`src/rtl/fdtd_hsweep_ctrl.sv`:
```
// fdtd_hsweep_ctrl: sequences one 1-D FDTD H-field sweep H[i] <= sat(H[i] + coef*(E[i+1]-E[i])); host owns the H buffer when idle
//   CLK, RST          : clock, asynchronous active-high reset
//   start, len, coef  : sweep request, cell count and Q(COEF_FRAC) coefficient, latched at start
//   busy, done        : not-idle flag, one-cycle end-of-sweep pulse
//   e_*               : E-buffer read port (combinational e_dout)
//   h_*               : H-buffer write port A / read port B (combinational h_dout)
//   host_*            : host access to the H buffer, granted only while idle and no start
module fdtd_hsweep_ctrl #(
  parameter int FDTD_DATA_WIDTH   = 32,
  parameter int BUFFER_ADDR_WIDTH = 6,
  parameter int COEF_FRAC         = 16
) (
  input  logic                         CLK,
  input  logic                         RST,
  input  logic                         start,
  input  logic [BUFFER_ADDR_WIDTH-1:0] len,
  input  logic [FDTD_DATA_WIDTH-1:0]   coef,
  output logic                         busy,
  output logic                         done,
  output logic                         e_en,
  output logic                         e_rden,
  output logic [BUFFER_ADDR_WIDTH-1:0] e_addr_b,
  input  logic [FDTD_DATA_WIDTH-1:0]   e_dout,
  output logic                         h_en,
  output logic                         h_wren,
  output logic                         h_rden,
  output logic [BUFFER_ADDR_WIDTH-1:0] h_addr_a,
  output logic [BUFFER_ADDR_WIDTH-1:0] h_addr_b,
  output logic [FDTD_DATA_WIDTH-1:0]   h_din,
  input  logic [FDTD_DATA_WIDTH-1:0]   h_dout,
  input  logic                         host_req,
  input  logic                         host_we,
  input  logic [BUFFER_ADDR_WIDTH-1:0] host_addr,
  input  logic [FDTD_DATA_WIDTH-1:0]   host_wdata,
  output logic                         host_gnt,
  output logic [FDTD_DATA_WIDTH-1:0]   host_rdata
);
  localparam int DW = FDTD_DATA_WIDTH;
  localparam int AW = BUFFER_ADDR_WIDTH;
  localparam logic [2:0] S_IDLE  = 3'd0;
  localparam logic [2:0] S_LOAD  = 3'd1;
  localparam logic [2:0] S_CALC  = 3'd2;
  localparam logic [2:0] S_WRITE = 3'd3;
  localparam logic [2:0] S_DONE  = 3'd4;
  logic [2:0]    state_q, state_d;
  logic [AW-1:0] i_q, i_d, len_q, len_d;
  logic [DW-1:0] e0_q, e0_d, e1_q, e1_d, acc_q, acc_d, coef_q, coef_d;
  logic signed [DW:0]     diff;
  logic signed [2*DW:0]   prod, shr;
  logic signed [2*DW+1:0] sum;
  logic [DW-1:0]          sat;
  always_comb begin
    diff = $signed({e_dout[DW-1], e_dout}) - $signed({e0_q[DW-1], e0_q});
    // low 2*DW+1 bits of the product are exact for sign-extended operands
    prod = {{(DW+1){coef_q[DW-1]}}, coef_q} * {{DW{diff[DW]}}, diff};
    shr  = prod >>> COEF_FRAC;
    sum  = {{(DW+2){h_dout[DW-1]}}, h_dout} + {shr[2*DW], shr};
    // in range only if every bit from the DW-1 sign position upward agrees
    sat  = (&sum[2*DW+1:DW-1] || ~|sum[2*DW+1:DW-1]) ? sum[DW-1:0]
         : (sum[2*DW+1] ? {1'b1, {(DW-1){1'b0}}} : {1'b0, {(DW-1){1'b1}}});
    state_d    = state_q;
    i_d        = i_q;
    len_d      = len_q;
    coef_d     = coef_q;
    e0_d       = e0_q;
    e1_d       = e1_q;
    acc_d      = acc_q;
    busy       = state_q != S_IDLE;
    done       = state_q == S_DONE;
    e_en       = 1'b0;
    e_rden     = 1'b0;
    e_addr_b   = '0;
    h_en       = 1'b0;
    h_wren     = 1'b0;
    h_rden     = 1'b0;
    h_addr_a   = '0;
    h_addr_b   = '0;
    h_din      = '0;
    host_gnt   = 1'b0;
    unique case (state_q)
      S_IDLE: begin
        if (start) begin
          len_d   = len;
          coef_d  = coef;
          i_d     = '0;
          state_d = (len >= AW'(2)) ? S_LOAD : S_DONE;
        end else if (host_req) begin
          host_gnt = 1'b1;
          h_en     = 1'b1;
          h_wren   = host_we;
          h_rden   = !host_we;
          h_addr_a = host_addr;
          h_addr_b = host_addr;
          h_din    = host_wdata;
        end
      end
      S_LOAD: begin
        e_en     = 1'b1;
        e_rden   = 1'b1;
        e_addr_b = i_q;
        e0_d     = e_dout;
        state_d  = S_CALC;
      end
      S_CALC: begin
        e_en     = 1'b1;
        e_rden   = 1'b1;
        e_addr_b = i_q + AW'(1);
        h_en     = 1'b1;
        h_rden   = 1'b1;
        h_addr_b = i_q;
        e1_d     = e_dout;
        acc_d    = sat;
        state_d  = S_WRITE;
      end
      S_WRITE: begin
        h_en     = 1'b1;
        h_wren   = 1'b1;
        h_addr_a = i_q;
        h_din    = acc_q;
        e0_d     = e1_q;
        i_d      = (i_q == len_q - AW'(2)) ? i_q : i_q + AW'(1);
        state_d  = (i_q == len_q - AW'(2)) ? S_DONE : S_CALC;
      end
      S_DONE: state_d = S_IDLE;
      default: state_d = S_IDLE;
    endcase
    host_rdata = (host_gnt && !host_we) ? h_dout : '0;
  end
  always_ff @(posedge CLK or posedge RST) begin
    if (RST) begin
      state_q <= S_IDLE;
      i_q     <= '0;
      len_q   <= '0;
      coef_q  <= '0;
      e0_q    <= '0;
      e1_q    <= '0;
      acc_q   <= '0;
    end else begin
      state_q <= state_d;
      i_q     <= i_d;
      len_q   <= len_d;
      coef_q  <= coef_d;
      e0_q    <= e0_d;
      e1_q    <= e1_d;
      acc_q   <= acc_d;
    end
  end
endmodule

```
`config.mk`:
```
export PLATFORM = sky130hd
export DESIGN_NAME = fdtd_hsweep_ctrl
export DESIGN_NICKNAME = d
export VERILOG_FILES = /design/src/rtl/fdtd_hsweep_ctrl.sv
export SDC_FILE = /design/constraint.sdc
export NUM_CORES = 2
export LEC_CHECK = 0
export BUFFER_PORTS_ARGS = -buffer_cell sky130_fd_sc_hd__buf_2
export CAP_MARGIN = 20
export CELL_PAD_IN_SITES_DETAIL_PLACEMENT = 0
export CELL_PAD_IN_SITES_GLOBAL_PLACEMENT = 1
export CORE_AREA = 2 2 570 289
export CTS_CLUSTER_SIZE = 10
export DETAILED_ROUTE_END_ITERATION = 8
export DIE_AREA = 0 0 572 291
export PLACE_DENSITY = 0.51
export REMOVE_ABC_BUFFERS = 1
export SYNTH_ARGS = -nofsm -noshare
export SYNTH_HDL_FRONTEND = slang
export SYNTH_SLANG_ARGS = --single-unit
```
`constraint.sdc`:
```
create_clock -name CLK -period 21.1 [get_ports CLK]
set_input_delay 3.165 -clock CLK [delete_from_list [all_inputs] [get_ports CLK]]
set_output_delay 3.165 -clock CLK [all_outputs]
set_load 0.1 [all_outputs]
```
Word level (Yosys, flattened, before mapping)

Index checks and enable logic that the tools add are counted.

Flip-flop bits (word level): 143
Output and inout port bits: 90

$add $sub $neg: 4
$mul: 1
$lt $le $gt $ge: 1
Equal/unequal tests: 7
Multiplexer cells: 30
Reductions and logical operators: 14

Operators with widths:

| kind                  | count |
|---|---|
| $mux W32              | 5 |
| $pmux W32 S2          | 2 |
| $mul A32 B33 Y65      | 1 |
| $add A32 B49 Y50      | 1 |
| $pmux W6 S2           | 4 |
| $reduce_and A35 Y1    | 1 |
| $reduce_or A35 Y1     | 1 |
| $sub A32 B32 Y33      | 1 |
| $mux W6               | 4 |
| $pmux W3 S4           | 1 |
| $mux W3               | 3 |
| $mux W1               | 8 |
| $add A6 B1 Y6 const B | 1 |
| $eq A3 B2 Y1 const B  | 2 |
| $eq A6 B6 Y1          | 1 |
| $ge A6 B2 Y1 const B  | 1 |
| $pmux W1 S2           | 3 |
| $sub A6 B2 Y6 const B | 1 |
| $ne A2 B2 Y1 const B  | 2 |
| $reduce_bool A2 Y1    | 2 |
| $reduce_or A2 Y1      | 2 |
| $eq A3 B1 Y1 const B  | 1 |
| $eq A3 B3 Y1 const B  | 1 |
| $logic_not A3 Y1      | 1 |
| 6 further kinds       | 7 |

Longest topological paths before layout

Depth in word-level cells: 7
Depth in mapped cells: 60
Depth with buffers taken out: 57

Worst setup path after synthesis

No wires, ideal clock.

Kind: input port to flip-flop
From: input e_dout[1]
To: register acc_q[13]
Arrival time: 15.157 ns
Required time: 20.952 ns
Setup slack: 5.795 ns
Stages on the path: 52
Buffers on the path: 2
Path through: ha_1 nor2b_1 o21ai_0 a21boi_0 o21ai_1 a211oi_1 a41oi_1 a31oi_1 a31o_2 a21o_1 a21oi_1 xnor2_1 clkbuf_1 and2_1 fa_1 inv_1 fa_1 fa_1 [... 16 more ...] nor2b_1 o21a_1 nor2_1 xnor2_1 ha_1 a21oi_1 o21ai_0 a22oi_1 a31oi_1 a41o_1 nor2_2 o311ai_1 or3_1 a2111oi_0 nand4_1 o41ai_4 buf_6 o22ai_1

Cells in the longest elaborated chain, start to end: 7

RTL lines:

| item                 | line | text |
|---|---|---|
| start, declared      | 23   | `input logic [FDTD_DATA_WIDTH-1:0] e_dout,` |
| $sub A32 B32 Y33 (*) | 53   | `diff = $signed({e_dout[DW-1], e_dout}) - $signed({e0_q[DW-1], e0_q});` |
| $mul A32 B33 Y65 (*) | 55   | `prod = {{(DW+1){coef_q[DW-1]}}, coef_q} * {{DW{diff[DW]}}, diff};` |
| $add A32 B49 Y50 (*) | 57   | `sum = {{(DW+2){h_dout[DW-1]}}, h_dout} + {shr[2*DW], shr};` |
| $reduce_or A35 Y1    | 59   | `sat = (&sum[2*DW+1:DW-1] \|\| ~\|sum[2*DW+1:DW-1]) ? sum[DW-1:0]` |
| $logic_not A1 Y1     | 59   |  |
| $logic_or A1 B1 Y1   | 59   |  |
| $mux W32 (*)         | 59   |  |
| end signal, assigned | 137  | `acc_q <= '0;` |
| end signal, assigned | 145  | `acc_q <= acc_d;` |
| end, declared        | 47   | `logic [DW-1:0] e0_q, e0_d, e1_q, e1_d, acc_q, acc_d, coef_q, coef_d;` |

Mark *: on every way between the ends. The rest lies on a longest branch, timed or not.
A chain may end at the register's enable or synchronous reset.

Final worst setup path

From: input e_dout[2]
To: register acc_q[6]

Same word-level chain as after synthesis.

==> results by group <==
Placement
  • Place WS: 2.81 ns
  • GP Congestion: 0.882
  • Placed Cells: 7361
  • Detail Placement HPWL: about 150 mm
  • IO Port Bufs: 234

CTS
  • Num CTS Buffers: 17
  • Clock Latency Late Sink: between 0.5 and 0.6 ns
  • Hold buffer count at CTS: 0
  • CTS Sinks: roughly 140
  • Clock tree root buffer cell: clkbuf_16
  • Clock transition at path regs: 0.07 ns
  • Clock tree buffer depth: 2
  • CTS tree: done
  • Post-CTS sizing: 0
  • H-tree Lvls: 4
  • Postcts setup bufs: 0

Final layout
  • Area Overhead vs Synth: 8.86%
  • Fin util: 32.3%
  • Area of the multi-input gates: 39700 sq um
  • Finished Layout Cells: 7399
  • Reg area: roughly 3600 sq um
  • Final #Nets: between 6000 and 7000
  • Most common cell after layout, fill and taps aside: fa_1
  • Fraction of layout cells with a size suffix above 1: 9.38%
  • Most frequent cells in the layout: fa_1, inv_1, and2_1
  • # fillers: 17100

Worst setup path
  • Critical path class: in -> reg
  • WP buf/inv: 5
  • Startpoint types: primary input
  • CP max FO: 32
  • WP data required: roughly 21 ns
  • Crit-path slowest cell: o21ai_0
  • CP Capture Type: flop
  • CP arrival: 18.37 ns
  • CP max stage delay: 0.60 ns
  • Worst path most repeated cell: fa_1
  • CP delay by family, top: compound AO/OA/AOI/OAI gates

Die
  • Die Y: 291 microns
  • IO Pins: 235
  • Cell Rows: around 110
  • Starting Density: 29.6%
  • Chip width: approximately 570 microns
  • Core region area: 162000 sq um
  • DIE AREA: 166000 sq um

Detailed routing
  • Routed wl met3: 17.4 mm
  • Via density: 4.73
  • WL met1: 104 mm
  • Vias: 35000
  • Max layer used: met5
  • WL per Instance: 24.1 microns
  • First drt pass iteration count: 5
  • Routed wire length: ~180 mm
  • DRT iter0 DRCs: 3100
  • Antenna Nets Post-Route: 0
  • Met2 WL post-DR: 56.0 mm
  • DRC Markers: 0

Timing
  • Tcrit/Tclk final: a little under nine tenths
  • Clock skew: 0.0208 ns
  • Fmax: 55.6 MHz
  • Tmin final: 18.00 ns
  • Slew Limit Fails: 0
  • Final worst slack: 3.10 ns
  • Slew margin rel.: a little over a quarter
  • RSZ-0062 raised after global routing: false
  • Final hold violation count: 0
  • Final setup fails: 0
  • Setup TNS: 0 ns
  • Worst Tran Pin Value: 1.10 ns

Global route
  • First-pass GRT wire length: approximately 270 mm
  • Grt total ovfl: 0
  • Largest net degree at the start of global routing: 80
  • Initial antenna violation count: 19
  • GRT Resource Usage Total: 22.1%
  • Vias in the first global route: around 36000

Synth
  • Mean Syn Cell Area: 9.37 sq um
  • Cells after Synth: slightly above 5000
  • Post-Syn Area: roughly 48000 sq um
  • Top FF cell, synth: dfrtp_1
  • Synthesis Warnings: 0
  • FFs w/ async S/R, synth: between 90% and 100%
  • Register area share after synthesis: 7.45%
  • Number of synthesized register bits: 143
  • Post-synth EDFFs: 0
  • Post-synthesis cell type count: 84

Hold path
  • Hold WC Path Type: reg -> reg

Run
  • Max cap viols: 0

Run status
  • Status: completed
-- cells by family (layout without fill, tap and decap cells) --
group	Yosys count	in the layout	share of synthesized area, %
simple gates	1575	1575	17.1
fa+ha+maj	1382	1382	53.4
buf+inv	1302	1371	10.5
compound gates	516	516	7.51
flops	143	143	7.45
xor+xnor	142	142	2.59
mux	71	71	1.58
other cells	0	6	0
-- metal layers --
layer,vias to the layer above,global-route usage (%)
met2,1206,23.6
li1,15500,-
met5,-,0
met4,2,1.99
met1,18200,40.8
met3,60,5.89
-- worst register-to-register path: cells and delay by family, from the launching register on --
| family | cells | cell delay, ns |
|---|---|---|
| AO/OA/AOI/OAI | 20 | 5.87 |
| adder cells (fa/ha/maj) | 11 | 5.20 |
| AND/OR/NAND/NOR | 13 | 2.77 |
| buffers and inverters | 5 | 1.11 |
| flip-flops | 1 | 0.42 |
| XOR/XNOR | 1 | 0.16 |
-- per-stage QoR --
stage / hold slack [ns] / area, sq um
2_1_floorplan: 0.445 / 46900
3_3_place_gp: 0.458 / 51600
3_5_place_dp: 0.462 / 51700
4_1_cts: 0.479 / 52300
5_1_grt: 0.502 / 52300
6_report: 0.477 / 52300
-- synth_stat cells (8+ instances only) --
cell / number / share of area [%]
o31ai_1: 11 / 0.17
nand4_1: 23 / 0.30
buf_1: 11 / 0.086
a22oi_1: 12 / 0.19
a31oi_1: 10 / 0.13
a211oi_1: 16 / 0.25
buf_6: 8 / 0.19
and3_1: 17 / 0.22
dfrtp_1: 143 / 7.4
fa_1: 1113 / 46
o21bai_1: 19 / 0.30
and2_1: 661 / 8.6
mux2_2: 37 / 0.87
xnor2_1: 104 / 1.9
a21o_1: 61 / 0.95
o21ai_0: 126 / 1.3
a22o_1: 38 / 0.69
mux2i_1: 34 / 0.71
o22ai_2: 30 / 0.78
nor3_1: 24 / 0.25
nand2_1: 538 / 4.2
nor2b_1: 83 / 1.1
nand2b_1: 39 / 0.51
xor2_1: 38 / 0.69
nand3_1: 21 / 0.22
and4_1: 9 / 0.16
o21a_1: 22 / 0.34
a21oi_1: 110 / 1.1
clkbuf_1: 239 / 1.9
inv_1: 1030 / 8.0
ha_1: 269 / 7.0
nor2_1: 129 / 1.0
-- registers in the layout, indices dropped and copies added (netlist names) --
name     cells
len_q        6
state_q      3
acc_q       32
e1_q        32
e0_q        32
i_q          6
coef_q      32
-- cell type report --
type	count	area share [%]
repair buffers	308	3.32
clock buffers	17	0.813
inverters	1031	7.41
well taps	2193	5.25
multi-input cells	3686	75.9
clock inverters	15	0.380
diodes	6	0.0287
flip-flops and latches	143	6.87
-- final timing paths --
| kind | from | endpoint | slack, ns | depth (start not counted) |
|---|---|---|---|---|
| min in group asynchronous | RST | e0_q[4]$_DFFE_PP0P_ | 2.84 | 2 |
| worst min-delay path | e1_q[7]$_DFFE_PP0P_ | e1_q[7]$_DFFE_PP0P_ | 0.48 | 2 |
| worst max register to register | e0_q[1]$_DFFE_PP0P_ | acc_q[6]$_DFFE_PP0P_ | 5.42 | 50 |
| max in group asynchronous | RST | state_q[1]$_DFFE_PP0P_ | 16.82 | 3 |
| worst max-delay path | e_dout[2] | acc_q[6]$_DFFE_PP0P_ | 3.10 | 49 |
| worst min register to register | e1_q[7]$_DFFE_PP0P_ | e1_q[7]$_DFFE_PP0P_ | 0.48 | 2 |
Power is left out: the tool's default activity adds up to more than one toggle a clock period on the data nets, which glitch-free logic cannot reach.
